[src/rtl/uart_tx_fifo.sv]
// Byte FIFO feeding uart_tx: buffers CPU writes and launches them one at a time
// through the tx_start/tx_data/tx_avai handshake, with level and overflow status.
module uart_tx_fifo #(
  parameter int unsigned AW = 4
) (
  input  logic          clk,
  input  logic          rstn,
  input  logic          wr_en,
  input  logic [7:0]    wr_data,
  input  logic          clr,
  input  logic          tx_avai,
  output logic          tx_start,
  output logic [7:0]    tx_data,
  output logic [AW:0]   count,
  output logic          empty,
  output logic          full,
  output logic          overflow,
  output logic          idle
);

  localparam int unsigned DEPTH = 2 ** AW;
  localparam int unsigned PW    = AW + 1;

  typedef enum logic [1:0] {
    L_IDLE   = 2'd0,
    L_LAUNCH = 2'd1,
    L_BUSY   = 2'd2
  } l_state_e;

  logic [7:0]    mem [DEPTH];
  logic [AW:0]   wptr;
  logic [AW:0]   rptr;
  logic [AW:0]   wptr_nxt;
  logic [AW:0]   rptr_nxt;
  logic          push;
  logic          pop;
  l_state_e      state;
  l_state_e      state_nxt;
  logic          tx_start_nxt;
  logic [7:0]    tx_data_nxt;

  // Full is judged on pre-edge state, so a same-cycle pop never frees room for this push.
  assign push = wr_en & ~full & ~clr;

  // Launcher next-state and launch decision.
  always_comb begin
    state_nxt    = state;
    tx_start_nxt = 1'b0;
    tx_data_nxt  = tx_data;
    pop          = 1'b0;
    case (state)
      L_IDLE: begin
        if (!empty && tx_avai && !clr) begin
          pop          = 1'b1;
          tx_start_nxt = 1'b1;
          tx_data_nxt  = mem[rptr[AW-1:0]];
          state_nxt    = L_LAUNCH;
        end
      end
      L_LAUNCH: state_nxt = L_BUSY;
      L_BUSY: begin
        if (tx_avai) state_nxt = L_IDLE;
      end
      default: state_nxt = L_IDLE;
    endcase
  end

  // Pointer update; flush wins over push and pop.
  always_comb begin
    wptr_nxt = wptr + PW'(push);
    rptr_nxt = rptr + PW'(pop);
    if (clr) begin
      wptr_nxt = '0;
      rptr_nxt = '0;
    end
  end

  // Status is registered from the next pointers so it always matches them.
  always_ff @(posedge clk or negedge rstn) begin
    if (!rstn) begin
      wptr     <= '0;
      rptr     <= '0;
      count    <= '0;
      empty    <= 1'b1;
      full     <= 1'b0;
      overflow <= 1'b0;
    end else begin
      wptr     <= wptr_nxt;
      rptr     <= rptr_nxt;
      count    <= wptr_nxt - rptr_nxt;
      empty    <= (wptr_nxt == rptr_nxt);
      full     <= (wptr_nxt[AW] != rptr_nxt[AW]) &&
                  (wptr_nxt[AW-1:0] == rptr_nxt[AW-1:0]);
      if (clr) begin
        overflow <= 1'b0;
      end else if (wr_en && full) begin
        overflow <= 1'b1;
      end
    end
  end

  // Storage array; contents are deliberately not reset.
  always_ff @(posedge clk) begin
    if (push) mem[wptr[AW-1:0]] <= wr_data;
  end

  always_ff @(posedge clk or negedge rstn) begin
    if (!rstn) begin
      state    <= L_IDLE;
      tx_start <= 1'b0;
      tx_data  <= 8'h00;
    end else begin
      state    <= state_nxt;
      tx_start <= tx_start_nxt;
      tx_data  <= tx_data_nxt;
    end
  end

  // Live transmitter readiness is part of the drained condition, so this one is combinational.
  assign idle = empty & (state == L_IDLE) & tx_avai;

endmodule

[config.mk]
export PLATFORM = sky130hd
export DESIGN_NAME = uart_tx_fifo
export DESIGN_NICKNAME = d
export VERILOG_FILES = /design/src/rtl/uart_tx_fifo.sv
export SDC_FILE = /design/constraint.sdc
export NUM_CORES = 1
export LEC_CHECK = 0
export CELL_PAD_IN_SITES_DETAIL_PLACEMENT = 0
export CELL_PAD_IN_SITES_GLOBAL_PLACEMENT = 1
export CORE_MARGIN = 2
export CORE_UTILIZATION = 40
export CTS_BUF_LIST = sky130_fd_sc_hd__clkbuf_8
export DETAILED_ROUTE_END_ITERATION = 16
export PLACE_DENSITY_LB_ADDON = 0.1
export RECOVER_POWER = 25
export SYNTH_ARGS = -nofsm -noshare
export SYNTH_HDL_FRONTEND = slang
export SYNTH_SLANG_ARGS = --single-unit
[constraint.sdc]
create_clock -name clk -period 3.88 [get_ports clk]
set_input_delay 1.164 -clock clk [delete_from_list [all_inputs] [get_ports clk]]
set_output_delay 1.164 -clock clk [all_outputs]
set_load 0.01 [all_outputs]
Yosys cells after proc, flatten, opt, wreduce, memory -nomap -nowiden
Memories as Yosys holds them, arrays and structs flattened. A register that Yosys moved wholly into a read port is not among the register bits.
Cells that the tools add are included.
{ "totals": {"register_bits": 21, "latch_bits": 0, "ram_bits": 128, "rom_bits": 0, "in_bits": 13, "output_inout_bits": 18, "elab_cells": 47, "memories": 1} }
{ "classes": {"n_addsub": 3, "n_mul": 0, "n_div": 0, "n_lt_le_gt_ge": 0, "eq_ne": 7, "shift": 0, "n_mux": 11, "n_bitwise": 6, "n_reduce_logical": 11} }
{ "mem_list": {"columns": ["name", "depth", "width", "rd", "rd_clocked_by_memory_dff", "wr", "line_no", "rtl"], "rows": [
  ["mem", 16, 8, 1, 1, 1, "30", "logic [7:0] mem [DEPTH];"]
]} }
{ "op_table": {"columns": ["operator", "count"], "rows": [
  ["$add A5 B1 Y5", 2],
  ["$mux W5", 2],
  ["$mux W1", 6],
  ["$pmux W2 S3", 1],
  ["$eq A5 B5 Y1", 1],
  ["$sub A5 B5 Y5", 1],
  ["$and A1 B1 Y1", 4],
  ["$eq A4 B4 Y1", 1],
  ["$logic_and A1 B1 Y1", 4],
  ["$mux W2", 2],
  ["$ne A2 B2 Y1 const B", 2],
  ["$reduce_and A2 Y1", 2],
  ["$logic_not A1 Y1", 3],
  ["$eq A2 B1 Y1 const B", 1],
  ["$eq A2 B2 Y1 const B", 1],
  ["$logic_not A2 Y1", 1],
  ["$not A1 Y1", 2],
  ["$reduce_bool A2 Y1", 1],
  ["$ne A1 B1 Y1", 1]
]} }

Logic depth before layout (Yosys ltp)
Gate-level depths: netlist of run 1.
{ "depth": {"depth_word": 9, "depth_mapped": 12, "depth_no_buf": 11} }

Worst setup path before layout of run 1
OpenSTA, ideal clock, no wires.
{ "synth_timing": {"kind": "input to register", "start": "input port tx_avai", "end": "register count[4]", "setup_time_ns": 0.079, "arrival_time_ns": 3.334, "required_time_ns": 3.801, "slack_ns": 0.466, "stages": 12, "n_path_buf": 1, "cell_sequence": "or3b_1 > or3_1 > buf_6 > clkinv_8 > ha_1 > ha_1 > xor2_1 > nand2b_1 > ha_1 > a21o_1 > a21oi_1 > xor2_1"} }
{ "synth_via": {"elab_chain_cells": 7} }
{ "synth_lines": {"columns": ["element", "line_no", "rtl"], "rows": [
  ["start, declared", "11", "input logic tx_avai,"],
  ["$logic_and A1 B1 Y1 (2 in a row)", "53", "if (!empty && tx_avai && !clr) begin"],
  ["$mux W1", "53", null],
  ["$mux W1", "51", "case (state)"],
  ["named net pop", "36", "logic pop;"],
  ["$add A5 B1 Y5", "71", "rptr_nxt = rptr + PW'(pop);"],
  ["$mux W5", "72", "if (clr) begin"],
  ["$sub A5 B5 Y5", "90", "count <= wptr_nxt - rptr_nxt;"],
  ["end signal, assigned", "90", null],
  ["end, declared", "14", "output logic [AW:0] count,"]
]} }
The timed path passes the listed nets, and every way through them passes these cells.
A chain may end at the register's enable or synchronous reset.

Final worst setup path of run 1
{ "layout_timing": {"start": "input port tx_avai", "end": "output port idle"} }
{ "layout_via": {"elab_chain_cells": 1} }
{ "layout_lines": {"columns": ["element", "line_no", "rtl"], "rows": [
  ["$and A1 B1 Y1", "120", "assign idle = empty & (state == L_IDLE) & tx_avai;"],
  ["end, declared", "18", "output logic idle"]
]} }
No other way between the ends.

==> reports/qor.txt, run 1 <==
Post-CTS setup buffers: 0
Max Transition Viols Final: 30
Root buffer cell: clkbuf_8
Sink Count: 157
Die W: 129 um
Fmax: 264 MHz
Routed WL: 12.6 mm
Seq pwr share: 55.8%
Post-synthesis register bit count: 157
Hold Path End: state[1]$_DFFE_PN0P_
Worst EP required: 2.72 ns
Via-to-Cell Ratio: 5.13
Layout cell share with drive strength beyond 1: 23.3%
Number of global-route vias before repair: 3211
Largest net degree at the start of global routing: 30
Final Total Pwr: 0.00345 W
Drt pass-1 iters: 4
R2R Setup Slk: 1.09 ns
Gpl congestion: 0.720
CORE AREA: 0.0152 mm2
CP Launch Type: input port
Worst reg2reg startpoint: state[1]$_DFFE_PN0P_
Dpl ws: -0.138 ns
Ranking of synthesized cells by area: edfxtp_1 62%, mux4_2 12%, dfrtp_1 11%
Die Y: 129 um
# diodes: 0
Top-Level Pins: 31
Clk slew on worst S/H paths: 0.07 ns
Outcome: finished, violations left
Sw Pwr: 0.000747 W
Gate Count Post-Synth: 320
Seq. cell area: 0.00457 mm2
Worst EP arrival: 2.62 ns
Critical path peak fanout: 2
Final hold slack: 0.469 ns
Logic pwr share: 9.0%
Synth Warn #: 0
Initial core utilization: 40.8%
DRT iter0 DRCs: 193
IO Port Bufs: 30
TritonCTS clock tree: built
CTS H-tree lvls: 4
Pint: 0.00271 W
Total grt overflow: 0
Clock tree buffer depth: 2
Worst Tran Pin Value: 1.74 ns
Top-count cell post-synth: edfxtp_1
Row count: 45
PnR worst setup slack: 0.0950 ns
HP Start: state[1]$_DFFE_PN0P_
Power density over the cells: 475 mW/mm2
Synth area leader: edfxtp_1
RSZ-0062 raised after global routing: false
Sw Ratio: 21.6%
Full die area: 0.0165 mm2
Hold depth: 1
Vias: 2992
R2R Path End: count[4]$_DFF_PN0_
Worst Setup End Kind: output port
P_leak: 2.53 nW
Final Cycle Share: 97.6%
First-pass GRT wire length: 19.2 mm
Final #Nets: 404
CP max stage cell: clkdlybuf4s50_1
GRT Overall Usage: 16.6%
Synth Net Count: 342
Reg2Reg Depth: 11
Layout Skew: 0.0109 ns
Post-route ant nets: 0
Crit path cell chain: clkdlybuf4s50_1 > or3b_1 > nor2_1 > clkdlybuf4s50_1
Endpoints failing setup: 0
Crit path kind: input port to output port
Max_cap viols: 1
Sequential fraction of the synthesis area: 73.7%
Setup TNS: 0 ns
Hpwl dp: 8.03 mm
Average cell area after synthesis: 19.4 um2
Distinct cells, synth: 36
Remaining routing DRC violations: 0
Cts hold-fix bufs: 0
Final Hold Viols: 0
Cell mode on critical path: clkdlybuf4s50_1
Peak VDD IR: 0.295 mV
WL/cell: 21.7 um
Minimum clock period: 3.78 ns
Fin util: 47.8%
Hold Crit Class: register to register
Antenna violations before repair: 1
Stage delay of the slowest cell on the critical path: 0.53 ns
Failing checks: capacitance limit, slew limit
Cts repair resizes: 0
Clock Power Share: 35.2%
Post-synth top cells: 128 x edfxtp_1, 32 x mux4_2, 28 x dfrtp_1
Slew headroom: -16.1%
Fillcell total: 1299
Cell Area, Synth: 0.00620 mm2
Post-synth top flop: edfxtp_1
Area occupied by multi-input gates: 0.00151 mm2
Clk_lat worst skew: 0.44 ns
Layout area overhead: 17.1%
Post-synth EDFFs: 128
CTS Buf Count: 17
Synth top area share: 61.9%
Ys async rst share: 18.5%
-- routing by layer --
metal | vias to the layer above | wire length, um | part of all wire [%] | GRT usage, %
met2 | 51 | 6280 | 50 | 27.4
met4 | 2 | 154 | 1.2 | 5.18
met3 | 17 | 431 | 3.4 | 4.45
met5 | - | 13 | 0.10 | 0
li1 | 1380 | - | - | -
met1 | 1542 | 5740 | 45 | 21.8
-- stage by stage --
| stage | instances | instance area, um2 |
|---|---|---|
| floorplan | 320 | 6200 |
| global placement | 551 | 6870 |
| detailed placement | 551 | 6870 |
| CTS | 583 | 7270 |
| global route | 583 | 7260 |
| finish | 583 | 7260 |
-- critical path, delay by kind of cell --
| kind | cells | cell delay (ns) |
|---|---|---|
| buffers and inverters | 2 | 1.00 |
| AND/OR/NAND/NOR | 2 | 0.45 |
-- worst max-delay path by stage --
| stage | from | to | slack (ns) | cells after the start |
|---|---|---|---|---|
| finish | tx_avai | idle | 0.1 | 4 |
| global route | tx_avai | idle | 0.04 | 4 |
| CTS | tx_avai | idle | 0.09 | 4 |
| detailed placement | tx_avai | count[4]$_DFF_PN0_ | -0.14 | 12 |
| global placement | tx_avai | empty$_DFF_PN1_ | -0.09 | 11 |
| floorplan | tx_avai | count[4]$_DFF_PN0_ | 0.47 | 12 |
-- layout make-up --
| cell class | count | area share [%] |
|---|---|---|
| inverters | 9 | 0.637 |
| repair buffers | 58 | 6.93 |
| multi-input cells | 139 | 20.8 |
| clock buffers | 19 | 3.60 |
| well taps | 188 | 3.24 |
| clock inverters | 13 | 1.88 |
| flip-flops and latches | 157 | 62.9 |
-- registers in the layout, summed over array words and instances, names as in the netlist --
signal and cells:
wptr 5, mem 128, count 5, empty 1
state 2, full 1, overflow 1, tx_data 8
rptr 5, tx_start 1
-- power groups by stage --
stage / logic [W] / registers, W / clock network, W
after floorplan: 0.000123 / 0.00197 / 0
after global placement: 0.000313 / 0.00197 / 0
after detailed placement: 0.000316 / 0.00197 / 0
after CTS: 0.000319 / 0.00193 / 0.00126
after global routing: 0.000341 / 0.00193 / 0.00132
final: 0.000309 / 0.00193 / 0.00122
-- cells by family after synthesis --
kind of cell / after synthesis / share of synthesized area [%]
flip-flops: 157 / 73.7
AND/OR/NAND/NOR: 58 / 4.82
multiplexers: 51 / 14.7
buffers and inverters: 24 / 2.02
AO/OA/AOI/OAI: 13 / 1.71
adder cells (fa/ha/maj): 9 / 1.94
XOR/XNOR: 8 / 1.13
-- layout by cell type (no fill, tap or decap), drive strengths merged, types with 6 or more instances in the layout --
cell / count
edfxtp: 128
mux4: 32
dfrtp: 28
buf: 26
clkdlybuf4s50: 22
clkbuf: 21
nor2: 19
mux2i: 17
inv: 13
nand2: 10
ha: 8
dlygate4sd3: 8
o221ai: 8
xor2: 6
nand2b: 6
No activity file was read; power rests on OpenSTA's default activity.
==> inputs of run 2 (changes only) <==
--- a/config.mk
+++ b/config.mk
@@ -7,6 +7,7 @@
 export LEC_CHECK = 0
 export CELL_PAD_IN_SITES_DETAIL_PLACEMENT = 0
 export CELL_PAD_IN_SITES_GLOBAL_PLACEMENT = 1
+export CORE_ASPECT_RATIO = 2
 export CORE_MARGIN = 2
 export CORE_UTILIZATION = 40
 export CTS_BUF_LIST = sky130_fd_sc_hd__clkbuf_8
==> run 2 against run 1 <==
Net effect: the flow still finishes with violations (capacitance limit, slew limit); global-route usage increased by 0.68 points; fmax decreased by 0.22%; clock skew about the same.
==> reports/qor.txt, run 2 (synthesis results as in run 1) <==
CTS Buf Count: 17 (unchanged)
Fmax: 264 MHz (-0.22%)
Layout cell share with drive strength beyond 1: 24.9% (+1.6 points)
Number of global-route vias before repair: 3445 (+7.3%)
Crit path kind: input port to output port
Die W: 92.1 um (-28%)
Row count: 64 (+42%)
Peak VDD IR: 0.241 mV (-18%)
Most frequent cells in the layout: 128 x edfxtp_1, 32 x mux4_2, 28 x buf_4
Sw Ratio: 21.8% (+0.19 points)
CP Launch Type: input port
Slew headroom: -4.01% (+12 points)
Worst Tran Pin Value: 1.56 ns (-0.181 ns)
Drt pass-1 iters: 4 (unchanged)
Outcome: finished, violations left
Sink Count: 157 (unchanged)
Clock tree buffer depth: 2 (unchanged)
Final Cycle Share: 97.8% (+0.22 points)
Max_cap viols: 1 (unchanged)
Worst Setup End Kind: output port
Via-to-Cell Ratio: 5.12 (-0.28%)
Max reg flops: 128 (unchanged)
Cts repair resizes: 0 (unchanged)
Worst EP arrival: 2.63 ns (about the same)
Critical path peak fanout: 2 (unchanged)
Remaining routing DRC violations: 0 (unchanged)
Minimum clock period: 3.79 ns (+0.00838 ns)
Hold Crit Class: register to register
Dpl ws: -0.209 ns (-0.0715 ns)
Sw Pwr: 0.000753 W (+0.81%)
CORE AREA: 0.0152 mm2 (about the same)
Initial core utilization: 40.8% (about the same)
Cts hold-fix bufs: 0 (unchanged)
TritonCTS clock tree: built
Clock Power Share: 35.4% (+0.2 points)
Endpoints failing setup: 0 (unchanged)
Hpwl dp: 8.87 mm (+10%)
Final #Nets: 406 (+0.50%)
P_leak: 2.54 nW (+0.44%)
Die Y: 180 um (+40%)
Root buffer cell: clkbuf_8
Gpl congestion: 0.739 (+2.6%)
Final Hold Viols: 0 (unchanged)
Vias: 3045 (+1.8%)
CTS H-tree lvls: 4 (unchanged)
Layout Skew: 0.0105 ns (-0.000439 ns)
PnR worst setup slack: 0.0867 ns (-0.00838 ns)
Seq pwr share: 55.5% (-0.3 points)
Commonest non-fill, non-tap cell in the layout: edfxtp_1
Full die area: 0.0166 mm2 (+0.36%)
IO Port Bufs: 30 (unchanged)
DRT iter0 DRCs: 176 (-8.8%)
R2R Setup Slk: 1.02 ns (-0.07 ns)
Largest net degree at the start of global routing: 33 (+10%)
Total grt overflow: 0 (unchanged)
Layout area overhead: 17.5%
Top-Level Pins: 31 (unchanged)
GRT Overall Usage: 17.3% (+0.68 points)
Power density over the cells: 473 mW/mm2 (-0.43%)
Fillcell total: 1326 (+2.1%)
Post-route ant nets: 0 (unchanged)
Routed WL: 13.1 mm (+4.0%)
First-pass GRT wire length: 20.3 mm (+5.5%)
Logic pwr share: 9.2% (+0.2 points)
Antenna violations before repair: 0 (-1)
Pint: 0.00270 W (-0.29%)
Post-CTS setup buffers: 0 (unchanged)
Max Transition Viols Final: 30 (unchanged)
Failing checks: capacitance limit, slew limit
Clk_lat worst skew: 0.44 ns (about the same)
RSZ-0062 raised after global routing: false
Worst EP required: 2.72 ns (about the same)
Clk slew on worst S/H paths: 0.08 ns (about the same)
Fin util: 47.9% (+0.14 points)
# diodes: 0 (unchanged)
WL/cell: 22.1 um (+1.9%)
-- run 2: changes by cell type in the layout (fill, tap and decap cells not counted), sizes merged --
cell           change
buf                +2
clkinv             +1
clkbuf             -1
clkdlybuf4s50      +1
clkinvlp           -1
dlygate4sd3        -1
inv                +1
-- run 2: final cells by class --
| class | instances | area, um2 | share of cell area [%] |
|---|---|---|---|
| multi-input combinational | 139 | 1510 | 20.7 |
| clock buffer | 18 | 248 | 3.40 |
| timing repair buffer | 60 | 518 | 7.10 |
| clock inverter | 14 | 150 | 2.06 |
| tap | 198 | 248 | 3.40 |
| inverter | 9 | 46.3 | 0.635 |
| sequential | 157 | 4570 | 62.7 |
-- run 2: metrics by stage --
stage	hold WS [ns]	power (W)	instance area [um2]	TNS (ns)	std cells
after floorplan	0.433	0.00209	6200	0	320
after global placement	0.451	0.00227	6900	-0.412	563
after detailed placement	0.466	0.00228	6900	-0.518	563
after CTS	0.478	0.00350	7300	0	595
after global routing	0.506	0.00361	7290	0	595
final	0.470	0.00345	7290	0	595
-- run 2: path summary, 6_finish.rpt --
| check | startpoint | end | depth (start not counted) |
|---|---|---|---|
| max in group asynchronous | rstn | rptr[0]$_DFF_PN0_ | 2 |
| min | state[1]$_DFFE_PN0P_ | state[1]$_DFFE_PN0P_ | 1 |
| max reg2reg | state[1]$_DFFE_PN0P_ | count[4]$_DFF_PN0_ | 11 |
| min reg2reg | state[1]$_DFFE_PN0P_ | state[1]$_DFFE_PN0P_ | 1 |
| min in group asynchronous | rstn | state[0]$_DFFE_PN0P_ | 2 |
| max | tx_avai | idle | 4 |
-- run 2: layer usage --
metal,vias to the layer above,wire length [um],GRT usage [%]
met3,15,317,3.72
met2,62,7780,32.4
met1,1586,4720,18.0
li1,1382,-,-
met5,-,0,0
met4,0,316,7.64
-- run 2: worst max-delay path, cell delays in order --
cell and delay (ns):
clkdlybuf4s50_1 0.47, or3b_1 0.37, nor2_1 0.10, clkdlybuf4s50_1 0.54
-- run 2: power by group through the flow --
stage	clock [W]	combinational (W)	sequential (W)
2_1_floorplan	0	0.000123	0.00197
3_3_place_gp	0	0.000324	0.00195
3_5_place_dp	0	0.000326	0.00195
4_1_cts	0.00126	0.000328	0.00191
5_1_grt	0.00134	0.000346	0.00192
6_report	0.00122	0.000316	0.00191
